$ cat src/rtl/mc_pkg.sv
// Shared types and encodings for the multicycle control FSM and its ALU decoder.
// MC_JUMP_EN adds the JUMP state to the state enum.
package mc_pkg;

    typedef enum logic [3:0] {
        S_FETCH    = 4'd0,
        S_DECODE   = 4'd1,
        S_MEMADR   = 4'd2,
        S_MEMRD    = 4'd3,
        S_MEMWB    = 4'd4,
        S_MEMWR    = 4'd5,
        S_EXECUTE  = 4'd6,
        S_ALUWB    = 4'd7,
        S_ADDIEXEC = 4'd8,
        S_ADDIWB   = 4'd9,
`ifdef MC_JUMP_EN
        S_BRANCH   = 4'd10,
        S_JUMP     = 4'd11
`else
        S_BRANCH   = 4'd10
`endif
    } state_t;

    localparam logic [5:0] OP_RTYPE = 6'b000000;
    localparam logic [5:0] OP_LW    = 6'b100011;
    localparam logic [5:0] OP_SW    = 6'b101011;
    localparam logic [5:0] OP_BEQ   = 6'b000100;
    localparam logic [5:0] OP_ADDI  = 6'b001000;
    localparam logic [5:0] OP_J     = 6'b000010;

    localparam logic [5:0] FUNCT_ADD = 6'b100000;
    localparam logic [5:0] FUNCT_SUB = 6'b100010;
    localparam logic [5:0] FUNCT_AND = 6'b100100;
    localparam logic [5:0] FUNCT_OR  = 6'b100101;
    localparam logic [5:0] FUNCT_SLT = 6'b101010;

    localparam logic [3:0] ALU_ADD = 4'b0010;
    localparam logic [3:0] ALU_SUB = 4'b0110;
    localparam logic [3:0] ALU_AND = 4'b0000;
    localparam logic [3:0] ALU_OR  = 4'b0001;
    localparam logic [3:0] ALU_SLT = 4'b0111;

    localparam logic [1:0] ALUOP_ADD   = 2'b00;
    localparam logic [1:0] ALUOP_SUB   = 2'b01;
    localparam logic [1:0] ALUOP_FUNCT = 2'b10;

    localparam logic [1:0] SRCB_B      = 2'b00;
    localparam logic [1:0] SRCB_FOUR   = 2'b01;
    localparam logic [1:0] SRCB_IMM    = 2'b10;
    localparam logic [1:0] SRCB_IMMSH  = 2'b11;

    localparam logic [1:0] PCSRC_ALU    = 2'b00;
    localparam logic [1:0] PCSRC_ALUOUT = 2'b01;
    localparam logic [1:0] PCSRC_JUMP   = 2'b10;

endpackage

$ cat src/rtl/alu_decoder.sv
// Combinational ALU operation decode: ALUOp plus the R-type funct field give ALUControl.
module alu_decoder
    import mc_pkg::*;
(
    input  logic [1:0] ALUOp,
    input  logic [5:0] Funct,
    output logic [3:0] ALUControl
);

    always_comb begin
        ALUControl = ALU_ADD;
        case (ALUOp)
            ALUOP_ADD: ALUControl = ALU_ADD;
            ALUOP_SUB: ALUControl = ALU_SUB;
            ALUOP_FUNCT: begin
                case (Funct)
                    FUNCT_ADD: ALUControl = ALU_ADD;
                    FUNCT_SUB: ALUControl = ALU_SUB;
                    FUNCT_AND: ALUControl = ALU_AND;
                    FUNCT_OR:  ALUControl = ALU_OR;
                    FUNCT_SLT: ALUControl = ALU_SLT;
                    default:   ALUControl = ALU_ADD;
                endcase
            end
            default: ALUControl = ALU_ADD;
        endcase
    end

endmodule

$ cat src/rtl/multicycle_control.sv
// Moore control FSM for the multicycle datapath; outputs decode from state only, except PCEn.
// Define MC_JUMP_EN to build the JUMP state; otherwise j is treated as an unsupported opcode.
module multicycle_control
    import mc_pkg::*;
(
    input  logic       clk,
    input  logic       reset,
    input  logic [5:0] Op,
    input  logic [5:0] Funct,
    input  logic       Zero,
    output logic       IorD,
    output logic       MemWrite,
    output logic       IRWrite,
    output logic       RegDst,
    output logic       MemtoReg,
    output logic       RegWrite,
    output logic       ALUSrcA,
    output logic [1:0] ALUSrcB,
    output logic [1:0] PCSrc,
    output logic       PCEn,
    output logic [3:0] ALUControl
);

    state_t     state_q;
    state_t     state_d;

    logic       mem_write_raw;
    logic       ir_write_raw;
    logic       reg_write_raw;
    logic       pc_write;
    logic       branch;
    logic [1:0] alu_op;

    always_ff @(posedge clk or posedge reset) begin
        if (reset) begin
            state_q <= S_FETCH;
        end else begin
            state_q <= state_d;
        end
    end

    always_comb begin
        state_d = S_FETCH;
        case (state_q)
            S_FETCH: state_d = S_DECODE;
            S_DECODE: begin
                case (Op)
                    OP_LW, OP_SW: state_d = S_MEMADR;
                    OP_RTYPE:     state_d = S_EXECUTE;
                    OP_BEQ:       state_d = S_BRANCH;
                    OP_ADDI:      state_d = S_ADDIEXEC;
`ifdef MC_JUMP_EN
                    OP_J:         state_d = S_JUMP;
`endif
                    default:      state_d = S_FETCH;
                endcase
            end
            S_MEMADR:   state_d = (Op == OP_LW) ? S_MEMRD : S_MEMWR;
            S_MEMRD:    state_d = S_MEMWB;
            S_EXECUTE:  state_d = S_ALUWB;
            S_ADDIEXEC: state_d = S_ADDIWB;
            default:    state_d = S_FETCH;
        endcase
    end

    always_comb begin
        IorD          = 1'b0;
        mem_write_raw = 1'b0;
        ir_write_raw  = 1'b0;
        RegDst        = 1'b0;
        MemtoReg      = 1'b0;
        reg_write_raw = 1'b0;
        ALUSrcA       = 1'b0;
        ALUSrcB       = SRCB_B;
        PCSrc         = PCSRC_ALU;
        pc_write      = 1'b0;
        branch        = 1'b0;
        alu_op        = ALUOP_ADD;
        case (state_q)
            S_FETCH: begin
                ALUSrcB      = SRCB_FOUR;
                ir_write_raw = 1'b1;
                pc_write     = 1'b1;
            end
            S_DECODE: ALUSrcB = SRCB_IMMSH;
            S_MEMADR, S_ADDIEXEC: begin
                ALUSrcA = 1'b1;
                ALUSrcB = SRCB_IMM;
            end
            S_MEMRD: IorD = 1'b1;
            S_MEMWB: begin
                MemtoReg      = 1'b1;
                reg_write_raw = 1'b1;
            end
            S_MEMWR: begin
                IorD          = 1'b1;
                mem_write_raw = 1'b1;
            end
            S_EXECUTE: begin
                ALUSrcA = 1'b1;
                alu_op  = ALUOP_FUNCT;
            end
            S_ALUWB: begin
                RegDst        = 1'b1;
                reg_write_raw = 1'b1;
            end
            S_ADDIWB: reg_write_raw = 1'b1;
            S_BRANCH: begin
                ALUSrcA = 1'b1;
                alu_op  = ALUOP_SUB;
                PCSrc   = PCSRC_ALUOUT;
                branch  = 1'b1;
            end
`ifdef MC_JUMP_EN
            S_JUMP: begin
                PCSrc    = PCSRC_JUMP;
                pc_write = 1'b1;
            end
`endif
            default: ;
        endcase
    end

    // Write enables are gated by reset so nothing commits while the FSM is held in FETCH.
    assign MemWrite = mem_write_raw & ~reset;
    assign IRWrite  = ir_write_raw & ~reset;
    assign RegWrite = reg_write_raw & ~reset;
    assign PCEn     = (pc_write | (branch & Zero)) & ~reset;

    alu_decoder u_alu_decoder (
        .ALUOp      (alu_op),
        .Funct      (Funct),
        .ALUControl (ALUControl)
    );

endmodule

$ cat config.mk
export PLATFORM = sky130hd
export DESIGN_NAME = multicycle_control
export DESIGN_NICKNAME = d
export VERILOG_FILES = /design/src/rtl/mc_pkg.sv /design/src/rtl/alu_decoder.sv /design/src/rtl/multicycle_control.sv
export SDC_FILE = /design/constraint.sdc
export NUM_CORES = 1
export LEC_CHECK = 0
export CAP_MARGIN = 20
export CORE_MARGIN = 2
export CORE_UTILIZATION = 37
export DETAILED_ROUTE_END_ITERATION = 7
export PLACE_DENSITY = 0.78
export SLEW_MARGIN = 20
export SYNTH_ARGS = -nofsm -noshare
export SYNTH_HDL_FRONTEND = slang
export SYNTH_SLANG_ARGS = --single-unit
$ cat constraint.sdc
create_clock -name clk -period 2.1 [get_ports clk]
set_input_delay 0.21 -clock clk [delete_from_list [all_inputs] [get_ports clk]]
set_output_delay 0.21 -clock clk [all_outputs]
set_load 0.03 [all_outputs]
Word level (Yosys, flattened, before mapping)
Index checks and enable logic that the tools add are counted.
Operators by class
  add/subtract/negate cells: 0
  multipliers: 0
  divide/modulo/power cells: 0
  order comparisons: 0
  equality and inequality tests: 20
  shift operators: 0
  multiplexer cells: 16
  bitwise logic cells: 7
  reduce and logical (&&, ||, !) cells: 7
Operator list (count)
  6-bit == test, second input constant: 6
  4-bit one-hot mux with 6 select lines: 1
  4-bit by 3-bit == test with 1-bit output, second input constant: 4
  4-bit one-hot mux with 4 select lines: 1
  4-bit == test, second input constant: 3
  3-bit one-hot mux with 4 select lines: 1
  1-bit 2-to-1 mux: 9
  4-bit by 2-bit == test with 1-bit output, second input constant: 2
  4-bit one-hot mux with 2 select lines: 1
  6-bit by 3-bit == test with 1-bit output, second input constant: 1
  6-bit by 4-bit == test with 1-bit output, second input constant: 1
  6-bit zero test: 1
  2-bit one-hot mux with 3 select lines: 1
  2-bit OR reduction: 3
  1-bit AND: 5
  4-bit by 1-bit == test with 1-bit output, second input constant: 1
  4-bit zero test: 1
  2-bit one-hot mux with 2 select lines: 1
  4-bit OR reduction: 1
  3-bit 2-to-1 mux: 1
  3-bit OR reduction: 1
  2-bit by 1-bit == test with 1-bit output, second input constant: 1
  2-bit == test, second input constant: 1
  1-bit inverter: 1
  1-bit OR: 1
Storage, ports and cells
  flip-flop bits (word level): 4
  bits in latches: 0
  bits in writable memories: 0
  ROM bits: 0
  bits of input ports: 15
  output and inout port bits: 16
  word-level logic and storage cells: 51
  memories kept: 0

Logic depth before layout (Yosys ltp)
  word-level depth: 5
  depth in mapped cells: 8
  depth with buffers taken out: 7

Modules after synthesis
From an unflattened synthesis, not the netlist that was laid out.
Second synthesis, totals
  cell total of the unflattened synthesis: 72
  area total of the unflattened synthesis: 558.0 um^2
Modules (own cells, without submodules)
  multicycle_control: instances 1, cells an instance 55, area each 427.9 um^2, seq. area each 100.1 um^2
  alu_decoder: instances 1, cells an instance 17, area each 130.1 um^2, seq. area each 0.0 um^2

Worst setup path before layout
No wires, ideal clock.
  path kind: register -> output
  start point: register state_q[1]
  end point: output PCEn
  arrival: 1.709 ns
  data required time: 1.890 ns
  slack: 0.181 ns
  stages on the path, launching flop included: 5
  buffers on the path: 1
  cell sequence: dfrtp_1 buf_2 nor2_1 nor2_1 nor4_1
Between the ends
  longest elaborated chain between the ends: 5
  elaborated cells between the ends (all ways): 7
  those cells by class: eq/ne (1); mux (2); bitwise (3); reduce/logical (1)
Ends and longest elaborated chain
  start, declared: line multicycle_control.sv:24  | state_t state_q;
  start signal, assigned: line multicycle_control.sv:38  | state_q <= state_d;
  4-bit == test: line multicycle_control.sv:79  | case (state_q)
  1-bit 2-to-1 mux: line multicycle_control.sv:79
  1-bit AND: line multicycle_control.sv:128  | assign PCEn = (pc_write | (branch & Zero)) & ~reset;
  1-bit OR (*): line multicycle_control.sv:128
  1-bit AND (*): line multicycle_control.sv:128
  end, declared: line multicycle_control.sv:20  | output logic PCEn,
Mark *: on every way between the ends. The rest lies on a longest branch, timed or not.

Final worst setup path
  start point: register state_q[3]
  end point: output MemtoReg
Between the ends
  longest elaborated chain between the ends: 2
Ends and longest elaborated chain
  4-bit by 3-bit == test with 1-bit output: line multicycle_control.sv:79
  1-bit 2-to-1 mux: line multicycle_control.sv:79
  end, declared: line multicycle_control.sv:15  | output logic MemtoReg,
No other way between the ends.

==> impl_summary.log <==
[metrics] arrival time worst endpoint: 1820 ps
[metrics] leakage power: 0.0005172 uW
[metrics] number of antenna violations at the first check in global routing: 0
[metrics] Most Crowded Layer GR: met2
[metrics] fraction of registers with async set or reset after synthesis: 100.0%
[metrics] global-route wire length before repair: 2801 um
[metrics] growth of design area from synthesis to finish: 81.76%
[metrics] worst reg2reg path startpoint: state_q[3]
[metrics] area share of the largest cell type after synthesis: 18.02%
[metrics] detailed placer's ending HPWL: 1223 um
[metrics] setup_tns: 0 ps
[metrics] ant diodes: 0
[metrics] gate family responsible for the most delay along the worst path: buffers and inverters
[metrics] per-cell via count in the routed design: 5.315
[metrics] fmax: 0.4921 GHz
[metrics] die footprint: 1828 um2
[metrics] insertion delay of the later-clocked pin in the worst-skew pair: 230 ps
[metrics] kind of path behind the tightest hold check: input port to asynchronous set/reset pin
[metrics] critical-path cell list: buf_4 > nand2b_1 > nor3_1 > clkdlybuf4s50_1
[metrics] RePlAce Congestion: 0.8761
[metrics] slowest stage delay, CP: 700 ps
[metrics] clock tree from TritonCTS: built
[metrics] Filler cells: 107
[metrics] most used flip-flop cell after synthesis: sky130_fd_sc_hd__dfrtp_1
[metrics] met2 Resource Use GR: 40.61%
[metrics] register ranked first by flip-flop count: state_q
[metrics] share of cell area taken by muxes after synthesis: 0%
[metrics] met3 global-route usage: 4.681%
[metrics] final slew viol count: 0
[metrics] CTS root buf: sky130_fd_sc_hd__clkbuf_4
[metrics] post-placement cell area: 872.1 um2
[metrics] Initial DRC Count: 8
[metrics] number of search-and-repair iterations in the first detailed-routing pass: 5
[metrics] sequential area share after synthesis: 18.02%
[metrics] count of nets after finishing: 134
[metrics] number of warnings printed during yosys synthesis: 0
[metrics] unrepaired setup endpoints after global routing: false
[metrics] Compound-Gate Fraction of Synth Area: 15.09%
[metrics] worst setup path startpoint: state_q[3]
[metrics] top post-synthesis cells by count: sky130_fd_sc_hd__nor2_1, sky130_fd_sc_hd__nand2b_1, sky130_fd_sc_hd__buf_2, sky130_fd_sc_hd__dfrtp_1, sky130_fd_sc_hd__nand2_1
[metrics] slowest cell on the critical path: sky130_fd_sc_hd__clkdlybuf4s50_1
[metrics] ANT nets after route: 0
[metrics] DRT Wirelength: 1726 um
[metrics] xor and xnor fraction of the mapped netlist area: 4.730%
[metrics] pin count of the biggest net entering global routing: 12
[metrics] Finish-stage setup viols: 0
[metrics] initial core utilization: 41.15%
[metrics] registers with the highest flip-flop counts: state_q x4
[metrics] maximum ir drop on the vdd rail: 0.0003528 V
[metrics] fraction of the mapped netlist area in adder cells: 4.505%
[metrics] combinational family with the most area after synthesis: simple AND/OR/NAND/NOR gates
[metrics] Largest register FFs: 4
[metrics] detail-routed net length per standard cell: 13.28 um
[metrics] Std-Cell Rows: 13
[metrics] flop and latch count out of synthesis: 4
[metrics] share of final-layout standard cells stronger than drive strength 1: 32.17%
[metrics] clock transition time at the flip-flop clock pins of the worst setup and hold paths: 40 ps
[metrics] most frequent cell after synthesis: sky130_fd_sc_hd__nor2_1
[metrics] Avg Cell Area, Syn: 7.507 um2
[metrics] number of DRC violations after detailed routing: 0
[metrics] Core Box Area: 1350 um2
[metrics] number of failing hold endpoints at the final stage: 0
[metrics] post-cts hold buffer count: 0
[metrics] overall track demand over capacity in global routing: 20.61%
[metrics] crit path launch type: flop
[metrics] TritonCTS sink count: 4
[metrics] Setup CP Type: flop to primary output
[metrics] Mapped Area: 555.5 um2
[metrics] GR Layer Usage met1: 18.72%
[metrics] post-synthesis cell type with the largest combined area: sky130_fd_sc_hd__dfrtp_1
[metrics] gr ovfl total: 0
[metrics] final design instance area without fill: 1010 um2
[metrics] period utilisation layout: 96.77%
[metrics] buffering stage count on the worst path with inverters included: 2
[metrics] IO buf count: 28
[metrics] count of flip-flops with a built-in enable after synthesis: 0
[metrics] Vert. Die Dim: 42.75 um
[metrics] synth top area cells: sky130_fd_sc_hd__dfrtp_1, sky130_fd_sc_hd__nand2b_1, sky130_fd_sc_hd__nor4b_2
[metrics] number of violations of the max-capacitance limit: 0
[metrics] Worst setup EP type: primary output
[metrics] data required time at the worst endpoint: 1890 ps
[metrics] number of ports placed on the die boundary: 31
[metrics] Max clock buf depth: 2
[metrics] Worst Skew: 2.274 ps
[metrics] critical path peak fanout: 7
[metrics] count of vias placed by the detailed router: 691
[metrics] maximum level of the CTS H-tree: 1
[metrics] power density over the cells: 540.8 nW/um2
[metrics] cells after synthesis: 74
[metrics] run status: finished, final reports clean
[metrics] simple-gate share of the synthesized area: 44.59%
[metrics] Die Width: 42.75 um
[metrics] distinct cell type count after synthesis: 34
[metrics] via count of the first global-routing pass: 682
[metrics] number of buffers created by CTS: 3
[metrics] Final Critical Period: 2032 ps
-- routing by layer --
layer,routed length (um),vias up
met5,0,-
met4,0,0
met3,118,0
met2,988,23
met1,618,327
li1,-,341
-- cell usage in the layout (no fill, tap or decap), drive strengths merged --
cell type,n
buf,20
clkdlybuf4s50,17
nor2,7
nand2b,6
dlygate4sd2,5
nand2,4
dfrtp,4
inv,4
a21oi,3
nand3b,3
nor3,3
and3,3
clkbuf,3
dlymetal6s2s,3
nor2b,3
nor4,3
nor4b,2
xor2,2
a211oi,2
conb,2
ha,2
a32o,1
o21ai,1
o21ba,1
and4b,1
nand4,1
o211ai,1
nand3,1
o31ai,1
o22ai,1
xnor2,1
nor3b,1
or3b,1
o21a,1
or4,1
-- per-stage QoR --
step	utilization (%)	total power, uW	cells	hold slack, ps	setup slack (ps)
2_1_floorplan	-	309.2	75	-15.54	181.0
3_3_place_gp	64.60	414.9	120	646.5	99.00
3_5_place_dp	64.60	419.2	120	657.2	45.06
4_1_cts	73.86	546.5	130	411.5	0.6155
5_1_grt	74.79	578.9	130	440.5	1.827
6_report	74.79	546.1	130	436.3	67.81
-- power by group --
group / internal (uW) / leakage (uW) / total [uW] / switching, uW
logic: 158 / 0.000455 / 335 / 176
clock network: 63.8 / 0.0000138 / 93.7 / 29.9
registers: 92.6 / 0.0000483 / 117 / 24.8
-- cell families (layout without fill, tap and decap cells) --
group / after synthesis / in the layout
AO/OA/AOI/OAI: 12 / 12
XOR/XNOR: 3 / 3
adder cells (fa/ha/maj): 2 / 2
buffers and inverters: 12 / 52
flip-flops: 4 / 4
other: 1 / 2
AND/OR/NAND/NOR: 40 / 40
-- final cells by class --
| type | instances | area (um2) | share of cell area (%) |
|---|---|---|---|
| flip-flops and latches | 4 | 105.1 | 10.41 |
| multi-input cells | 59 | 439.2 | 43.49 |
| inverters | 4 | 15.01 | 1.487 |
| clock buffers | 3 | 22.52 | 2.230 |
| well taps | 15 | 18.77 | 1.859 |
| repair buffers | 45 | 409.1 | 40.52 |
-- tightest hold or removal path, stage by stage --
cell	delay [ps]
sky130_fd_sc_hd__clkdlybuf4s50_1	410
sky130_fd_sc_hd__buf_4	150
sky130_fd_sc_hd__inv_1	80
sky130_fd_sc_hd__buf_4	140
-- final timing paths --
path                         endpoint  slack (ps)  cells past startpoint
max                          MemtoReg          70                      4
min                        state_q[0]         440                      4
max reg2reg                state_q[2]         490                      6
min reg2reg                state_q[3]         650                      2
max in group asynchronous  state_q[2]        1550                      4
min in group clk           state_q[3]         650                      2
-- what timing repair did --
action	CTS	global route
pin swaps	2	1
buffers inserted	7	0
setup endpoints to repair	9	5
resized for setup	20	4
hold endpoints to repair	0	0
(Power assumes the default switching activity.)
